File: config.mk
export PLATFORM = sky130hd
export DESIGN_NAME = cpu_ctrl_fsm
export DESIGN_NICKNAME = d
export VERILOG_FILES = /design/src/rtl/cpu_ctrl_pkg.sv /design/src/rtl/cpu_ctrl_mem_timer.sv /design/src/rtl/cpu_ctrl_fsm.sv
export SDC_FILE = /design/constraint.sdc
export NUM_CORES = 1
export LEC_CHECK = 0
export ABC_AREA = 1
export CORE_ASPECT_RATIO = 0.9
export CORE_UTILIZATION = 48
export CTS_CLUSTER_DIAMETER = 120
export DETAILED_ROUTE_END_ITERATION = 10
export PLACE_DENSITY = 0.93
export SETUP_SLACK_MARGIN = 0.05
export SYNTH_ARGS = -nofsm -noshare
export SYNTH_HDL_FRONTEND = slang
export SYNTH_SLANG_ARGS = --single-unit
File: constraint.sdc
create_clock -name clk -period 2 [get_ports clk]
set_input_delay 0.4 -clock clk [delete_from_list [all_inputs] [get_ports clk]]
set_output_delay 0.4 -clock clk [all_outputs]
set_load 0.01 [all_outputs]
File: src/rtl/cpu_ctrl_pkg.sv
// cpu_ctrl_pkg: shared types and encodings for the multi-cycle CPU control FSM.
//   - state_e   : controller state encoding
//   - instr_e   : instruction class decoded from the IR opcode/op fields
//   - nsel / vsel / pc_sel / mem_cmd output encodings
//   - opcode, op and branch-condition constants
//   - decode and branch-condition helper functions
// Optional feature macro: CPU_CTRL_BL_EN (enables BL, BX and BLX decoding).
package cpu_ctrl_pkg;

  typedef enum logic [4:0] {
    S_RESET,
    S_IF1,
    S_IF2,
    S_UPDATE_PC,
    S_DECODE,
    S_GET_A,
    S_GET_B,
    S_EXEC,
    S_EXEC2,
    S_ADDR,
    S_MEM_RD,
    S_MEM_WR,
    S_WRITE_BACK,
    S_BRANCH,
`ifdef CPU_CTRL_BL_EN
    S_LINK,
    S_BRANCH_REG,
`endif
    S_HALT,
    S_FAULT
  } state_e;

  typedef enum logic [3:0] {
    I_MOV_IMM,
    I_MOV_REG,
    I_MVN,
    I_ADD,
    I_AND,
    I_CMP,
    I_LDR,
    I_STR,
    I_B,
    I_BL,
    I_BX,
    I_BLX,
    I_HALT,
    I_ILLEGAL
  } instr_e;

  // One-hot register-file read/write selects
  localparam logic [3:0] NSEL_RN = 4'b0001;
  localparam logic [3:0] NSEL_RD = 4'b0010;
  localparam logic [3:0] NSEL_RM = 4'b0100;

  // Write-back source
  localparam logic [1:0] VSEL_C      = 2'b00;
  localparam logic [1:0] VSEL_SXIMM8 = 2'b10;
  localparam logic [1:0] VSEL_MDATA  = 2'b11;

  // Next-PC source
  localparam logic [1:0] PCSEL_INC = 2'b00;
  localparam logic [1:0] PCSEL_REL = 2'b01;

  // Memory command
  localparam logic [1:0] MEM_NONE  = 2'b00;
  localparam logic [1:0] MEM_READ  = 2'b01;
  localparam logic [1:0] MEM_WRITE = 2'b10;

  // Opcodes
  localparam logic [2:0] OPC_B    = 3'b001;
  localparam logic [2:0] OPC_LDR  = 3'b011;
  localparam logic [2:0] OPC_STR  = 3'b100;
  localparam logic [2:0] OPC_ALU  = 3'b101;
  localparam logic [2:0] OPC_MOV  = 3'b110;
  localparam logic [2:0] OPC_HALT = 3'b111;

  // op sub-codes
  localparam logic [1:0] OP_NONE    = 2'b00;
  localparam logic [1:0] OP_ADD     = 2'b00;
  localparam logic [1:0] OP_CMP     = 2'b01;
  localparam logic [1:0] OP_AND     = 2'b10;
  localparam logic [1:0] OP_MVN     = 2'b11;
  localparam logic [1:0] OP_MOV_REG = 2'b00;
  localparam logic [1:0] OP_MOV_IMM = 2'b10;

`ifdef CPU_CTRL_BL_EN
  localparam logic [1:0] VSEL_PC   = 2'b01;
  localparam logic [1:0] PCSEL_REG = 2'b10;
  localparam logic [2:0] OPC_BL    = 3'b010;
  localparam logic [1:0] OP_BX     = 2'b00;
  localparam logic [1:0] OP_BLX    = 2'b10;
  localparam logic [1:0] OP_BL     = 2'b11;
`endif

  // Branch conditions
  localparam logic [2:0] COND_AL = 3'b000;
  localparam logic [2:0] COND_EQ = 3'b001;
  localparam logic [2:0] COND_NE = 3'b010;
  localparam logic [2:0] COND_LT = 3'b011;
  localparam logic [2:0] COND_LE = 3'b100;

  function automatic instr_e decode_instr(input logic [2:0] opc, input logic [1:0] op);
    instr_e ins;
    ins = I_ILLEGAL;
    case (opc)
      OPC_MOV: begin
        if (op == OP_MOV_IMM)      ins = I_MOV_IMM;
        else if (op == OP_MOV_REG) ins = I_MOV_REG;
      end
      OPC_ALU: begin
        case (op)
          OP_ADD:  ins = I_ADD;
          OP_CMP:  ins = I_CMP;
          OP_AND:  ins = I_AND;
          default: ins = I_MVN;
        endcase
      end
      OPC_LDR: if (op == OP_NONE) ins = I_LDR;
      OPC_STR: if (op == OP_NONE) ins = I_STR;
      OPC_B:   if (op == OP_NONE) ins = I_B;
`ifdef CPU_CTRL_BL_EN
      OPC_BL: begin
        if (op == OP_BL)       ins = I_BL;
        else if (op == OP_BX)  ins = I_BX;
        else if (op == OP_BLX) ins = I_BLX;
      end
`endif
      OPC_HALT: ins = I_HALT;
      default:  ins = I_ILLEGAL;
    endcase
    return ins;
  endfunction

  function automatic logic cond_legal(input logic [2:0] c);
    return (c <= COND_LE);
  endfunction

  function automatic logic cond_taken(input logic [2:0] c, input logic n, input logic v,
                                      input logic z);
    case (c)
      COND_AL: return 1'b1;
      COND_EQ: return z;
      COND_NE: return !z;
      COND_LT: return n ^ v;
      COND_LE: return (n ^ v) | z;
      default: return 1'b0;
    endcase
  endfunction

endpackage

File: src/rtl/cpu_ctrl_mem_timer.sv
// cpu_ctrl_mem_timer: wait-state counter with timeout compare for the CPU
// control FSM.
//   clk_i     : clock
//   rst_ni    : asynchronous active-low reset
//   wait_i    : controller is in a memory wait state this cycle
//   clr_i     : controller changes state on the next edge (restart count)
//   ready_i   : RAM has completed the access this cycle
//   timeout_o : count has reached MEM_TIMEOUT and the RAM is still not ready
// MEM_TIMEOUT = 0 disables the timeout entirely.
module cpu_ctrl_mem_timer #(
  parameter int unsigned MEM_TIMEOUT = 15
) (
  input  logic clk_i,
  input  logic rst_ni,
  input  logic wait_i,
  input  logic clr_i,
  input  logic ready_i,
  output logic timeout_o
);

  localparam int unsigned CNT_W = (MEM_TIMEOUT > 0) ? $clog2(MEM_TIMEOUT + 1) : 1;
  localparam logic [CNT_W-1:0] CNT_MAX = CNT_W'(MEM_TIMEOUT);

  logic [CNT_W-1:0] cnt_q, cnt_d;

  // The count saturates at CNT_MAX; the FSM leaves the wait state on that
  // cycle either way, so saturation only matters with the timeout disabled.
  always_comb begin
    cnt_d = cnt_q;
    if (clr_i || !wait_i) begin
      cnt_d = '0;
    end else if (!ready_i && (cnt_q != CNT_MAX)) begin
      cnt_d = cnt_q + CNT_W'(1);
    end
  end

  always_ff @(posedge clk_i or negedge rst_ni) begin
    if (!rst_ni) cnt_q <= '0;
    else         cnt_q <= cnt_d;
  end

  // ready_i has priority over an expiring count
  assign timeout_o = (MEM_TIMEOUT != 0) && wait_i && !ready_i && (cnt_q == CNT_MAX);

endmodule

File: src/rtl/cpu_ctrl_fsm.sv
// cpu_ctrl_fsm: multi-cycle control FSM for the 16-bit RISC datapath.
// Sequences fetch, decode, ALU, load/store, conditional branch and (optionally)
// branch-and-link, with a mem_ready wait-state handshake and timeout fault.
// Ports:
//   clk, reset_n (async active-low)
//   opcode[2:0], op[1:0], cond[2:0] : IR fields
//   N, V, Z                         : status flags
//   mem_ready                       : RAM access complete
//   nsel[3:0], loada, loadb, loadc, loads, write, asel, bsel, vsel[1:0]
//                                   : datapath controls
//   reset_pc, load_pc, addr_sel, load_ir, load_addr, pc_sel[1:0]
//                                   : PC / IR / address controls
//   mem_cmd[1:0]                    : NONE / READ / WRITE
//   halt, fault                     : sticky status
// Optional feature macro: CPU_CTRL_BL_EN (BL, BX, BLX).
module cpu_ctrl_fsm
  import cpu_ctrl_pkg::*;
#(
  parameter int unsigned MEM_TIMEOUT = 15,
  parameter logic [3:0]  LINK_SEL    = 4'b1000
) (
  input  logic       clk,
  input  logic       reset_n,
  input  logic [2:0] opcode,
  input  logic [1:0] op,
  input  logic [2:0] cond,
  input  logic       N,
  input  logic       V,
  input  logic       Z,
  input  logic       mem_ready,
  output logic [3:0] nsel,
  output logic       loada,
  output logic       loadb,
  output logic       loadc,
  output logic       loads,
  output logic       write,
  output logic       asel,
  output logic       bsel,
  output logic [1:0] vsel,
  output logic       reset_pc,
  output logic       load_pc,
  output logic       addr_sel,
  output logic       load_ir,
  output logic       load_addr,
  output logic [1:0] pc_sel,
  output logic [1:0] mem_cmd,
  output logic       halt,
  output logic       fault
);

  // Only the defined register-select lines can ever be driven
  localparam logic [3:0] NSEL_LEGAL = NSEL_RN | NSEL_RD | NSEL_RM | LINK_SEL;

  state_e     state_q, state_d;
  instr_e     ins;
  logic       in_wait;
  logic       wait_clr;
  logic       timeout;
  logic [3:0] nsel_sel;

  assign ins      = decode_instr(opcode, op);
  assign in_wait  = (state_q == S_IF1) || (state_q == S_MEM_RD) || (state_q == S_MEM_WR);
  assign wait_clr = (state_d != state_q);

  cpu_ctrl_mem_timer #(
    .MEM_TIMEOUT(MEM_TIMEOUT)
  ) u_mem_timer (
    .clk_i    (clk),
    .rst_ni   (reset_n),
    .wait_i   (in_wait),
    .clr_i    (wait_clr),
    .ready_i  (mem_ready),
    .timeout_o(timeout)
  );

  always_ff @(posedge clk or negedge reset_n) begin
    if (!reset_n) state_q <= S_RESET;
    else          state_q <= state_d;
  end

  // Next-state logic. Mid-sequence states branch on the decoded instruction;
  // the IR is stable from IF2 to the next IF2 so this is safe.
  always_comb begin
    state_d = state_q;
    case (state_q)
      S_RESET:     state_d = S_IF1;
      S_IF1: begin
        if (mem_ready)    state_d = S_IF2;
        else if (timeout) state_d = S_FAULT;
      end
      S_IF2:       state_d = S_UPDATE_PC;
      S_UPDATE_PC: state_d = S_DECODE;
      S_DECODE: begin
        case (ins)
          I_MOV_IMM:                       state_d = S_WRITE_BACK;
          I_MOV_REG, I_MVN:                state_d = S_GET_B;
          I_ADD, I_AND, I_CMP:             state_d = S_GET_A;
          I_LDR, I_STR:                    state_d = S_GET_A;
          I_B: begin
            if (!cond_legal(cond))                state_d = S_FAULT;
            else if (cond_taken(cond, N, V, Z))   state_d = S_BRANCH;
            else                                  state_d = S_IF1;
          end
`ifdef CPU_CTRL_BL_EN
          I_BL:                            state_d = S_LINK;
          I_BX, I_BLX:                     state_d = S_GET_B;
`endif
          I_HALT:                          state_d = S_HALT;
          default:                         state_d = S_FAULT;
        endcase
      end
      S_GET_A: begin
        case (ins)
          I_ADD, I_AND, I_CMP: state_d = S_GET_B;
          I_LDR, I_STR:        state_d = S_EXEC;
          default:             state_d = S_FAULT;
        endcase
      end
      S_GET_B: begin
        case (ins)
          I_STR:   state_d = S_EXEC2;
`ifdef CPU_CTRL_BL_EN
          I_BLX:   state_d = S_LINK;
`endif
          default: state_d = S_EXEC;
        endcase
      end
      S_EXEC: begin
        case (ins)
          I_CMP:                              state_d = S_IF1;
          I_MOV_REG, I_MVN, I_ADD, I_AND:     state_d = S_WRITE_BACK;
          I_LDR, I_STR:                       state_d = S_ADDR;
`ifdef CPU_CTRL_BL_EN
          I_BX, I_BLX:                        state_d = S_BRANCH_REG;
`endif
          default:                            state_d = S_FAULT;
        endcase
      end
      // STR reuses ADDR before fetching the store data from Rd
      S_ADDR:      state_d = (ins == I_LDR) ? S_MEM_RD : S_GET_B;
      S_EXEC2:     state_d = S_MEM_WR;
      S_MEM_RD: begin
        if (mem_ready)    state_d = S_WRITE_BACK;
        else if (timeout) state_d = S_FAULT;
      end
      S_MEM_WR: begin
        if (mem_ready)    state_d = S_IF1;
        else if (timeout) state_d = S_FAULT;
      end
      S_WRITE_BACK: state_d = S_IF1;
      S_BRANCH:     state_d = S_IF1;
`ifdef CPU_CTRL_BL_EN
      // BLX has already read Rd, so the link write cannot disturb the target
      S_LINK:       state_d = (ins == I_BLX) ? S_EXEC : S_BRANCH;
      S_BRANCH_REG: state_d = S_IF1;
`endif
      S_HALT:       state_d = S_HALT;
      S_FAULT:      state_d = S_FAULT;
      default:      state_d = S_FAULT;
    endcase
  end

  // Output decode from state and instruction class
  always_comb begin
    nsel_sel  = '0;
    loada     = 1'b0;
    loadb     = 1'b0;
    loadc     = 1'b0;
    loads     = 1'b0;
    write     = 1'b0;
    asel      = 1'b0;
    bsel      = 1'b0;
    vsel      = VSEL_C;
    reset_pc  = 1'b0;
    load_pc   = 1'b0;
    addr_sel  = 1'b0;
    load_ir   = 1'b0;
    load_addr = 1'b0;
    pc_sel    = PCSEL_INC;
    mem_cmd   = MEM_NONE;
    halt      = 1'b0;
    fault     = 1'b0;
    case (state_q)
      S_RESET: begin
        reset_pc = 1'b1;
        load_pc  = 1'b1;
      end
      S_IF1: begin
        addr_sel = 1'b1;
        mem_cmd  = MEM_READ;
      end
      S_IF2: begin
        addr_sel = 1'b1;
        mem_cmd  = MEM_READ;
        load_ir  = 1'b1;
      end
      S_UPDATE_PC: begin
        load_pc = 1'b1;
        pc_sel  = PCSEL_INC;
      end
      S_GET_A: begin
        loada    = 1'b1;
        nsel_sel = NSEL_RN;
      end
      S_GET_B: begin
        loadb    = 1'b1;
        nsel_sel = (ins == I_STR || ins == I_BX || ins == I_BLX) ? NSEL_RD : NSEL_RM;
      end
      S_EXEC: begin
        if (ins == I_CMP) loads = 1'b1;
        else              loadc = 1'b1;
        asel = (ins == I_MOV_REG) || (ins == I_MVN) || (ins == I_BX) || (ins == I_BLX);
        bsel = (ins == I_LDR) || (ins == I_STR);
      end
      S_EXEC2: begin
        loadc = 1'b1;
        asel  = 1'b1;
      end
      S_ADDR:   load_addr = 1'b1;
      S_MEM_RD: mem_cmd   = MEM_READ;
      S_MEM_WR: mem_cmd   = MEM_WRITE;
      S_WRITE_BACK: begin
        write = 1'b1;
        case (ins)
          I_MOV_IMM: begin
            nsel_sel = NSEL_RN;
            vsel     = VSEL_SXIMM8;
          end
          I_LDR: begin
            nsel_sel = NSEL_RD;
            vsel     = VSEL_MDATA;
          end
          default: begin
            nsel_sel = NSEL_RD;
            vsel     = VSEL_C;
          end
        endcase
      end
      S_BRANCH: begin
        load_pc = 1'b1;
        pc_sel  = PCSEL_REL;
      end
`ifdef CPU_CTRL_BL_EN
      S_LINK: begin
        nsel_sel = LINK_SEL;
        vsel     = VSEL_PC;
        write    = 1'b1;
      end
      S_BRANCH_REG: begin
        load_pc = 1'b1;
        pc_sel  = PCSEL_REG;
      end
`endif
      S_HALT:  halt  = 1'b1;
      S_FAULT: fault = 1'b1;
      default: ;
    endcase
  end

  assign nsel = nsel_sel & NSEL_LEGAL;

endmodule
==> results of run 1 <==
## cells by family after synthesis
| kind of cell | share of synthesized area [%] |
|---|---|
| other | 0.284 |
| XOR/XNOR | 1.99 |
| adder cells (fa/ha/maj) | 4.73 |
| AO/OA/AOI/OAI | 7.95 |
| AND/OR/NAND/NOR | 54.4 |
| flip-flops | 17.0 |
| buffers and inverters | 13.6 |
## stage by stage
step,setup WS [ns],setup TNS [ns],utilization (%)
3_5_place_dp,-1.09,-13.68,81.3
2_1_floorplan,0.0495,0,-
3_3_place_gp,-0.981,-12.27,81.3
==> metrics.yaml, run 1 <==
outcome:
  lastStage: "clock tree synthesis"
  firstError: "[ERROR DPL-0038] Utilization greater than 100%, impossible to legalize"
  status: "stopped before the end"
clock_tree:
  cts_root_buf: "clkbuf_4"
  cts_buffers: 3
  cts_setup_buffers: 29
  h-tree-depth: 1
  cts_hold_buf: 0
  cts_resized: 179
  clock_path_buffers: 2
  cts.sinks: 9
synthesis:
  synthDistinctLibCells: 30
  synth_area_leaders: "dfrtp_1 (17%), nand2_1 (12%), nor2_1 (11%), nand3_1 (11%), inv_1 (10%)"
  syn_area_sq_mm: 0.00132
  yosys.area.top_type_share_pct: 17.0
  synth_top_area_cell: "dfrtp_1"
  yosysSeqAreaShare_pct: 17.0
  synth_ff_type: "dfrtp_1"
  ys_warn_count: 0
  synth_most_common_cell: "nand2_1"
  syn_avg_cell_area_sq_um: 5.85
  synth-async-reset-ratio_pct: 100
  synth_cells: 226
  ys_seq_elements: 9
  synth_commonest_cells: "nand2_1 (44), nor2_1 (40), inv_1 (36), nand3_1 (29), dfrtp_1 (9)"
  synth_edf_count: 0
floorplan:
  die_h_um: 51.8
  core.rowCount: 17
  start_util_pct: 52.2
  dieWidth_um: 57.3
  ioPinCount: 38
placement:
  place_hpwl_um: 3460
  io_buffers: 35
  postPlaceCellArea_sq_mm: 0.00206
  place_inst: 335
  place_congestion: 0.955
==> run 2, diff against run 1 <==
--- a/config.mk
+++ b/config.mk
@@ -6,12 +6,10 @@
 export NUM_CORES = 1
 export LEC_CHECK = 0
 export ABC_AREA = 1
-export CORE_ASPECT_RATIO = 0.9
-export CORE_UTILIZATION = 48
-export CTS_CLUSTER_DIAMETER = 120
+export CORE_AREA = 2 2 63 65
 export DETAILED_ROUTE_END_ITERATION = 10
-export PLACE_DENSITY = 0.93
-export SETUP_SLACK_MARGIN = 0.05
+export DIE_AREA = 0 0 65 67
+export PLACE_DENSITY_LB_ADDON = 0.15
 export SYNTH_ARGS = -nofsm -noshare
 export SYNTH_HDL_FRONTEND = slang
 export SYNTH_SLANG_ARGS = --single-unit
==> run 2 against run 1 <==
  * The flow now finishes, with violations (setup timing)
  * Synthesized area did not move
  * Synthesized cell count did not move
==> metrics.yaml, run 2 <==
final_layout:
  antenna_cells: 0
  largest_reg_flops: 5
  layout-drive-gt1-share_pct: 62.4
  final_cells: 399
  final_common_cell: "buf_4"
  finalNetCount: 371
  reg_top3: "state_q (5), u_mem_timer.cnt_q (4)"
  final_cell_mix: "buf_4 (76), inv_1 (25), nand2_2 (21), nand2_1 (21), nor2_1 (18)"
  syn_to_final_growth_pct: 123
  largest_register: "state_q"
placement:
  place_ws_ns: -1.04
  io_buffers: 35
  place_hpwl_um: 3390
  place_congestion: 0.878
  place_inst: 364
routing:
  routed_wl_um: 6250
  remaining_drc_errors: 0
  wl_per_cell_um: 15.7
  antenna_left: 0
  vias: 2001
  dr.first_iter.drc_count: 92
  vias_per_cell: 5.02
  first_pass_iters: 4
floorplan:
  core.rowCount: 22
  die_area_sq_mm: 0.00436
  start_util_pct: 36.7
  die_h_um: 67
  fp.coreArea_sq_mm: 0.00361
  dieWidth_um: 65
  ioPinCount: 38
clock_tree:
  clkTransAtPathRegs_ns: 0.04
  cts_tree: "built"
  cts_hold_buf: 0
  cts_root_buf: "clkbuf_8"
  cts.sinks: 9
  clock_path_buffers: 2
  clk_latency_ns: 0.23
  cts_buffers: 3
  h-tree-depth: 1
grt:
  grt_pass1_vias: 1989
  antenna_found_initial: 0
  grt_overflow: 0
  grt_max_degree: 10
  grt_first_pass_wirelength_um: 8830
  grtUsageTotal_pct: 25.9
synthesis:
  syn_avg_cell_area_sq_um: 5.85
  synth_ff_type: "dfrtp_1"
  yosys.area.top_type_share_pct: 17.0
  ys_warn_count: 0
  synthDistinctLibCells: 30
  synth_area_leaders: "dfrtp_1 (17%), nand2_1 (12%), nor2_1 (11%), nand3_1 (11%), inv_1 (10%)"
  synth_cells: 226
  synth_most_common_cell: "nand2_1"
  synth_top_area_cell: "dfrtp_1"
  yosysSeqAreaShare_pct: 17.0
  ys_seq_elements: 9
  synth_edf_count: 0
  synth_commonest_cells: "nand2_1 (44), nor2_1 (40), inv_1 (36), nand3_1 (29), dfrtp_1 (9)"
  synth-async-reset-ratio_pct: 100
  syn_area_sq_mm: 0.00132
worst_setup_path:
  crit_arrival_ns: 1.83
  cp_max_fo: 4
  required_ns: 1.60
  worst-setup-path-type: "primary input to output port"
  start_kind: "primary input"
  end_kind: "output port"
timing:
  finalWorstSetupSlack_ns: -0.230
  finalClockSkew_ns: 0.00341
  post-route-period-util_pct: 111
  hold_viol: 0
  max_freq_ghz: 0.448
  layout_min_cycle_time_ns: 2.23
  finalMaxSlewViolations: 0
  rsz0062_at_grt: "true"
  setup_viol: 13
outcome:
  violations: "setup timing"
  status: "complete, but fails checks"
pwr:
  finalPower_w: 0.000798
  peakVddDrop_mv: 0.219
  power_per_cell_area_mw_per_mm2: 271
  p_leak_nw: 1.46
worst_hold_path:
  min_path_type: "primary input to async pin"
flow_run:
  drv_cap: 0
==> run 2: cell counts after synthesis <==
Identical to the previous run, type by type.
==> run 2: final timing paths <==
path	start	endpoint	slack (ns)	depth (start not counted)
max in group asynchronous	reset_n	state_q[2]$_DFF_PN0_	1.23	1
setup reg to reg	state_q[0]$_DFF_PN0_	u_mem_timer.cnt_q[1]$_DFFE_PN0P_	0.04	14
min in group clk	u_mem_timer.cnt_q[0]$_DFFE_PN0P_	u_mem_timer.cnt_q[0]$_DFFE_PN0P_	0.49	1
hold / removal	reset_n	u_mem_timer.cnt_q[2]$_DFFE_PN0P_	0.46	1
hold reg to reg	u_mem_timer.cnt_q[0]$_DFFE_PN0P_	u_mem_timer.cnt_q[0]$_DFFE_PN0P_	0.49	1
setup / recovery	op[0]	asel	-0.23	12
==> run 2: cell type report <==
type,instances,area [sq um]
flip-flops and latches,9,226
fillers,232,659
multi-input cells,176,1410
well taps,48,60.1
clock buffers,4,45.0
repair buffers,123,1040
inverters,39,174
==> run 2: routing by layer <==
layer	share of wire, %	track usage (%)
met2	57	50.0
met4	3.5	12.0
met1	37	27.4
met3	2.5	3.89
met5	0	0
==> run 2: worst max-delay path: stages <==
cell     delay (ns)
buf_8          0.11
inv_8          0.07
ha_4           0.17
inv_4          0.06
nand2_4        0.07
nor2_4         0.05
nor2_4         0.13
nand3_2        0.15
nor2_4         0.22
nand3_4        0.11
o21ai_2        0.12
buf_2          0.16
==> run 2: report_power, final <==
| part | total, W | switching, W | leakage (nW) | internal (W) |
|---|---|---|---|---|
| logic | 0.000408 | 0.000213 | 1.34 | 0.000194 |
| registers | 0.000186 | 0.00000159 | 0.102 | 0.000184 |
| clock network | 0.000205 | 0.0000664 | 0.0228 | 0.000138 |
| total | 0.000798 | 0.000281 | 1.46 | 0.000517 |
==> run 2: stage by stage <==
| step | hold slack, ns | util, % | TNS, ns | area, sq um |
|---|---|---|---|---|
| floorplan | 0.104 | - | 0 | 1330 |
| global placement | 0.466 | 59.3 | -12.74 | 2140 |
| detailed placement | 0.470 | 59.3 | -13.26 | 2140 |
| CTS | 0.466 | 72.9 | -0.619 | 2630 |
| global route | 0.475 | 81.7 | -2.49 | 2950 |
| finish | 0.461 | 81.7 | -1.95 | 2950 |
==> run 2: what timing repair did <==
item,4_1_cts,5_1_grt
setup buffers,29,10
endpoints found under the setup margin,29,20
gates resized for setup,147,83
pin swaps,32,28
==> run 2: logic make-up (layout without fill, tap and decap cells) <==
kind of cell | count (synthesis) | count (layout) | share of synthesized area, %
XOR/XNOR | 3 | 3 | 1.99
flip-flops | 9 | 9 | 17.0
other | 1 | 3 | 0.284
AND/OR/NAND/NOR | 148 | 148 | 54.4
adder cells (fa/ha/maj) | 5 | 5 | 4.73
AO/OA/AOI/OAI | 17 | 17 | 7.95
buffers and inverters | 43 | 166 | 13.6
(Power assumes the default switching activity.)
